**config.mk**
```make
export PLATFORM = sky130hd
export DESIGN_NAME = hello_scroller
export DESIGN_NICKNAME = d
export VERILOG_FILES = /design/src/rtl/hello_scroller.sv
export SDC_FILE = /design/constraint.sdc
export NUM_CORES = 1
export LEC_CHECK = 0
export CORE_MARGIN = 4
export CORE_UTILIZATION = 49
export CTS_CLUSTER_SIZE = 25
export DETAILED_ROUTE_END_ITERATION = 16
export HOLD_SLACK_MARGIN = 0.03
export PLACE_DENSITY = 0.75
export SLEW_MARGIN = 20
export SYNTH_ARGS = -nofsm -noshare
export SYNTH_HDL_FRONTEND = slang
export SYNTH_SLANG_ARGS = --single-unit
```
**constraint.sdc**
```tcl
create_clock -name clk -period 3.14 [get_ports clk]
set_clock_uncertainty 0.2 [all_clocks]
set_input_delay 0.942 -clock clk [delete_from_list [all_inputs] [get_ports clk]]
set_output_delay 0.942 -clock clk [all_outputs]
set_load 0.01 [all_outputs]
```
**src/rtl/hello_scroller.sv**
```systemverilog
// hello_scroller: scrolls a circular "HELLO" message across active-low 7-segment digits, auto (run) or stepped (pause)
module hello_scroller #(
  parameter int NUM_DIGITS = 5,
  parameter int MSG_LEN    = 8,
  parameter int TICK_DIV   = 25000000,
  localparam int PW        = $clog2(MSG_LEN)
) (
  input  logic                    clk,
  input  logic                    rst,
  input  logic                    run,
  input  logic                    dir,
  input  logic                    step,
  output logic [7*NUM_DIGITS-1:0] hex,
  output logic [PW-1:0]           pos,
  output logic                    wrap
);
  localparam int CW = $clog2(TICK_DIV);
  localparam logic [6:0] G_H = 7'b0001001;
  localparam logic [6:0] G_E = 7'b0000110;
  localparam logic [6:0] G_L = 7'b1000111;
  localparam logic [6:0] G_O = 7'b1000000;
  localparam logic [6:0] G_B = 7'b1111111;
  typedef enum logic {PAUSE, RUN} state_t;
  state_t                  state;
  logic [CW-1:0]           cnt;
  logic                    step_d;
  logic                    tick;
  logic                    adv;
  logic                    at_wrap;
  logic [PW-1:0]           pos_n;
  logic [7*NUM_DIGITS-1:0] hex_n;
  function automatic logic [6:0] glyph(input int i);
    return i == 0 ? G_H : i == 1 ? G_E : (i == 2 || i == 3) ? G_L : i == 4 ? G_O : G_B;
  endfunction
  assign tick    = state == RUN && cnt == CW'(TICK_DIV - 1);
  assign adv     = tick || (state == PAUSE && step && !step_d);
  assign at_wrap = dir ? pos == '0 : pos == PW'(MSG_LEN - 1);
  assign pos_n   = at_wrap ? (dir ? PW'(MSG_LEN - 1) : '0) : (dir ? pos - PW'(1) : pos + PW'(1));
  // pos < MSG_LEN and NUM_DIGITS <= MSG_LEN, so one conditional subtract is a full modulo
  always_comb begin
    hex_n = '1;
    for (int k = 0; k < NUM_DIGITS; k++) begin
      int idx;
      idx = int'(pos) + NUM_DIGITS - 1 - k;
      idx = idx >= MSG_LEN ? idx - MSG_LEN : idx;
      hex_n[7*k +: 7] = glyph(idx);
    end
  end
  always_ff @(posedge clk) begin
    if (rst) begin
      state  <= PAUSE;
      cnt    <= '0;
      step_d <= 1'b0;
      pos    <= '0;
      wrap   <= 1'b0;
      hex    <= '1;
    end else begin
      state  <= run ? RUN : PAUSE;
      cnt    <= (state == PAUSE || tick) ? '0 : cnt + CW'(1);
      step_d <= step;
      wrap   <= adv && at_wrap;
      hex    <= hex_n;
      if (adv) pos <= pos_n;
    end
  end
endmodule

```
==> impl_metrics.yaml, run 1 <==
clock_network:
  cts_tree: "yes"
  cts.htree.levels: 2
  postCtsResizedCells: 0
  cts_setup_buffers: 0
  cts_buffers: 5
  cts.root.buffer_cell: "clkbuf_8"
  path_clk_slew_ps: 90
  clk_latency_ps: 310
  cts_num_sinks: 56
  cts_hold_buf: 0
  ctsLongestPathBuffers: 2
finish:
  final_common_cell: "dfxtp_1"
  nets: 325
  instances_no_fill: 378
  antenna_cells: 0
  fin_area_sq_um: 3080
  syn2layout_area_growth_pct: 21.7
  fillCellCount: 404
  final_layout_size_suffix_gt1_frac: 0.0900
  final_cell_mix: "dfxtp_1 (56), clkdlybuf4s50_1 (43), nor2_1 (37)"
worst_setup_path:
  crit_slowest_cell: "or3_1"
  critPathCaptureType: "register"
  crit_top_cell: "ha_1"
  cp_data_required_time_ps: 3140
  critPathMaxFanout: 6
  critPathLaunch: "pos[1]"
  reg2reg_to: "hex[10]"
  path_buf_inv: 2
  critPathLaunchType: "register"
  r2r_start: "pos[1]"
  worstSetupPathType: "reg -> reg"
  arrival_ps: 2830
  rr_worst_depth: 11
  r2r_slack_ps: 310
  crit_chain: "inv_1 -> ha_1 -> nand3_1 -> nand2_1 -> ha_1 -> nor2_1 -> inv_1 -> ha_1 -> nor2b_1 -> o221ai_1 -> or3_1"
  critPathMaxStageDelay_ps: 380
  cpLargestDelayFamily: "simple AND/OR/NAND/NOR gates"
sta:
  fin_crit_sh: 0.903
  relSlewSlack: 0.486
  hold_ws_ps: 257
  setup_tns_ps: 0
  rsz0062_at_grt: "false"
  finalHoldViolCount: 0
  fin_crit_ps: 2830
  tightest_slew_ps: 771
  fmax_mhz: 353
  setup-violations-final: 0
  slew_viol_final: 0
power_and_ir_drop:
  irDropWorstVdd_mv: 0.280
  leakage_nw: 1.21
  powerDensity_nw_per_um2: 516
floorplan:
  die_y_microns: 79.9
  ios: 44
  die-area_sq_um: 6380
  placementRows: 25
  die_w_microns: 79.9
  initial_utilization: 0.522
  core_area_sq_um: 4850
worst_hold_path:
  hp-class: "reg -> reg"
  worstHoldEndpoint: "cnt[0]"
  whs_path_depth: 1
  min-delay-start: "cnt[0]"
detailed_routing:
  wire_per_inst_microns: 13.1
  ant_nets: 0
  detail_route.first_pass.iterations: 4
  drtIter0Drc: 110
  wl_microns: 4930
  drt-vias-per-instance: 4.98
  drcViolationCount: 0
  vias: 1882
run:
  drv_cap: 0
place:
  dp.cells: 370
  place_hpwl_microns: 3520
  gp_congestion: 0.770
  place.port_buffers: 43
  placed_cell_area_sq_um: 2950
logic_synthesis:
  ys_ff_latch: 56
  syn_nets: 290
  synth_area_sq_um: 2530
  syn-instance-count: 275
  synth-edff-count: 0
  avgSynthCellArea_sq_um: 9.20
  synth_ff_type: "dfxtp_1"
  synth_cell_types: 46
  async_reset_ff_frac: 0
  ys_warn_count: 0
  yosysSeqAreaShare: 0.443
global_routing:
  antenna_found_initial: 0
  grt_pass1_wl_microns: 8520
  grt_max_degree: 27
  grt_pass1_vias: 1834
  grt-ovfl-total: 0
  grt_use_total: 0.168
status:
  status: "completed"
per-stage QoR:
stage                     utilization  setup WS, ps  total power, W
after global placement          0.609           128         0.00110
after floorplan                     -           453        0.000968
after detailed placement        0.609          67.8         0.00110
final                           0.635           306         0.00159
after CTS                       0.635           310         0.00160
after global routing            0.635          57.4         0.00167
worst max-delay path by stage:
| stage | cells past startpoint | end |
|---|---|---|
| after CTS | 11 | hex[10] |
| after global routing | 11 | hex[10] |
| after global placement | 7 | pos[2] |
| after floorplan | 11 | hex[10] |
| after detailed placement | 7 | pos[2] |
| final | 11 | hex[10] |
sequential cells by signal (all words and copies together), names as in the netlist:
register / count
state: 1
step_d: 1
cnt: 25
pos: 3
wrap: 1
hex: 25
Yosys cell counts (2+ instances only):
cell | instances | share of area
nand2_1 | 19 | 0.028
dfxtp_1 | 56 | 0.44
nor2b_1 | 5 | 0.012
inv_1 | 11 | 0.016
or3_1 | 8 | 0.020
buf_2 | 3 | 0.0059
nor3_1 | 9 | 0.018
a21o_1 | 2 | 0.0059
xnor2_1 | 9 | 0.031
or2_2 | 4 | 0.0099
nor2_1 | 37 | 0.055
nand4_1 | 8 | 0.020
o21ai_0 | 5 | 0.0099
a21oi_1 | 7 | 0.014
nand3_1 | 14 | 0.028
nand2b_1 | 5 | 0.012
and4_1 | 2 | 0.0069
xor2_1 | 17 | 0.059
and3_1 | 3 | 0.0074
buf_4 | 10 | 0.030
nor4b_4 | 2 | 0.019
nand4_2 | 2 | 0.0099
ha_1 | 9 | 0.044
clkbuf_1 | 6 | 0.0089
kinds of logic after synthesis:
kind of cell,Yosys count,synth area share
fa+ha+maj,10,0.0524
mux,1,0.00395
simple gates,124,0.265
buf+inv,33,0.0722
xor+xnor,26,0.0900
flops,56,0.443
compound gates,25,0.0732
power by group:
| group | switching [W] | internal [W] | total (W) |
|---|---|---|---|
| Clock | 0.000223 | 0.000282 | 0.000504 |
| Sequential | 0.0000186 | 0.000752 | 0.000771 |
| Combinational | 0.000151 | 0.000162 | 0.000313 |
| Total | 0.000392 | 0.00120 | 0.00159 |
final cells by class:
cell class | count | area [sq um] | area share
Inverter | 12 | 45.0 | 0.0146
Sequential cell | 56 | 1120 | 0.364
Clock buffer | 7 | 96.3 | 0.0313
Timing Repair Buffer | 49 | 475 | 0.154
Multi-Input combinational cell | 186 | 1230 | 0.399
Tap cell | 67 | 83.8 | 0.0272
Clock inverter | 1 | 30.0 | 0.00975
routing by layer:
metal  global-route usage  routed length, microns  vias up  share of wire
li1                     -                       -      983              -
met1                0.222                    2380      856           0.48
met2                0.267                    2300       39           0.47
met3               0.0440                     195        4          0.040
met4               0.0557                      51        0          0.010
met5                    0                       0        -              0
(Power assumes the default switching activity.)
==> inputs of run 2 (changes only) <==
Settings changed: SLEW_MARGIN 20 to 10.
==> results of run 2 <==
The final DEF is identical to that of run 1; final timing and power are the same.
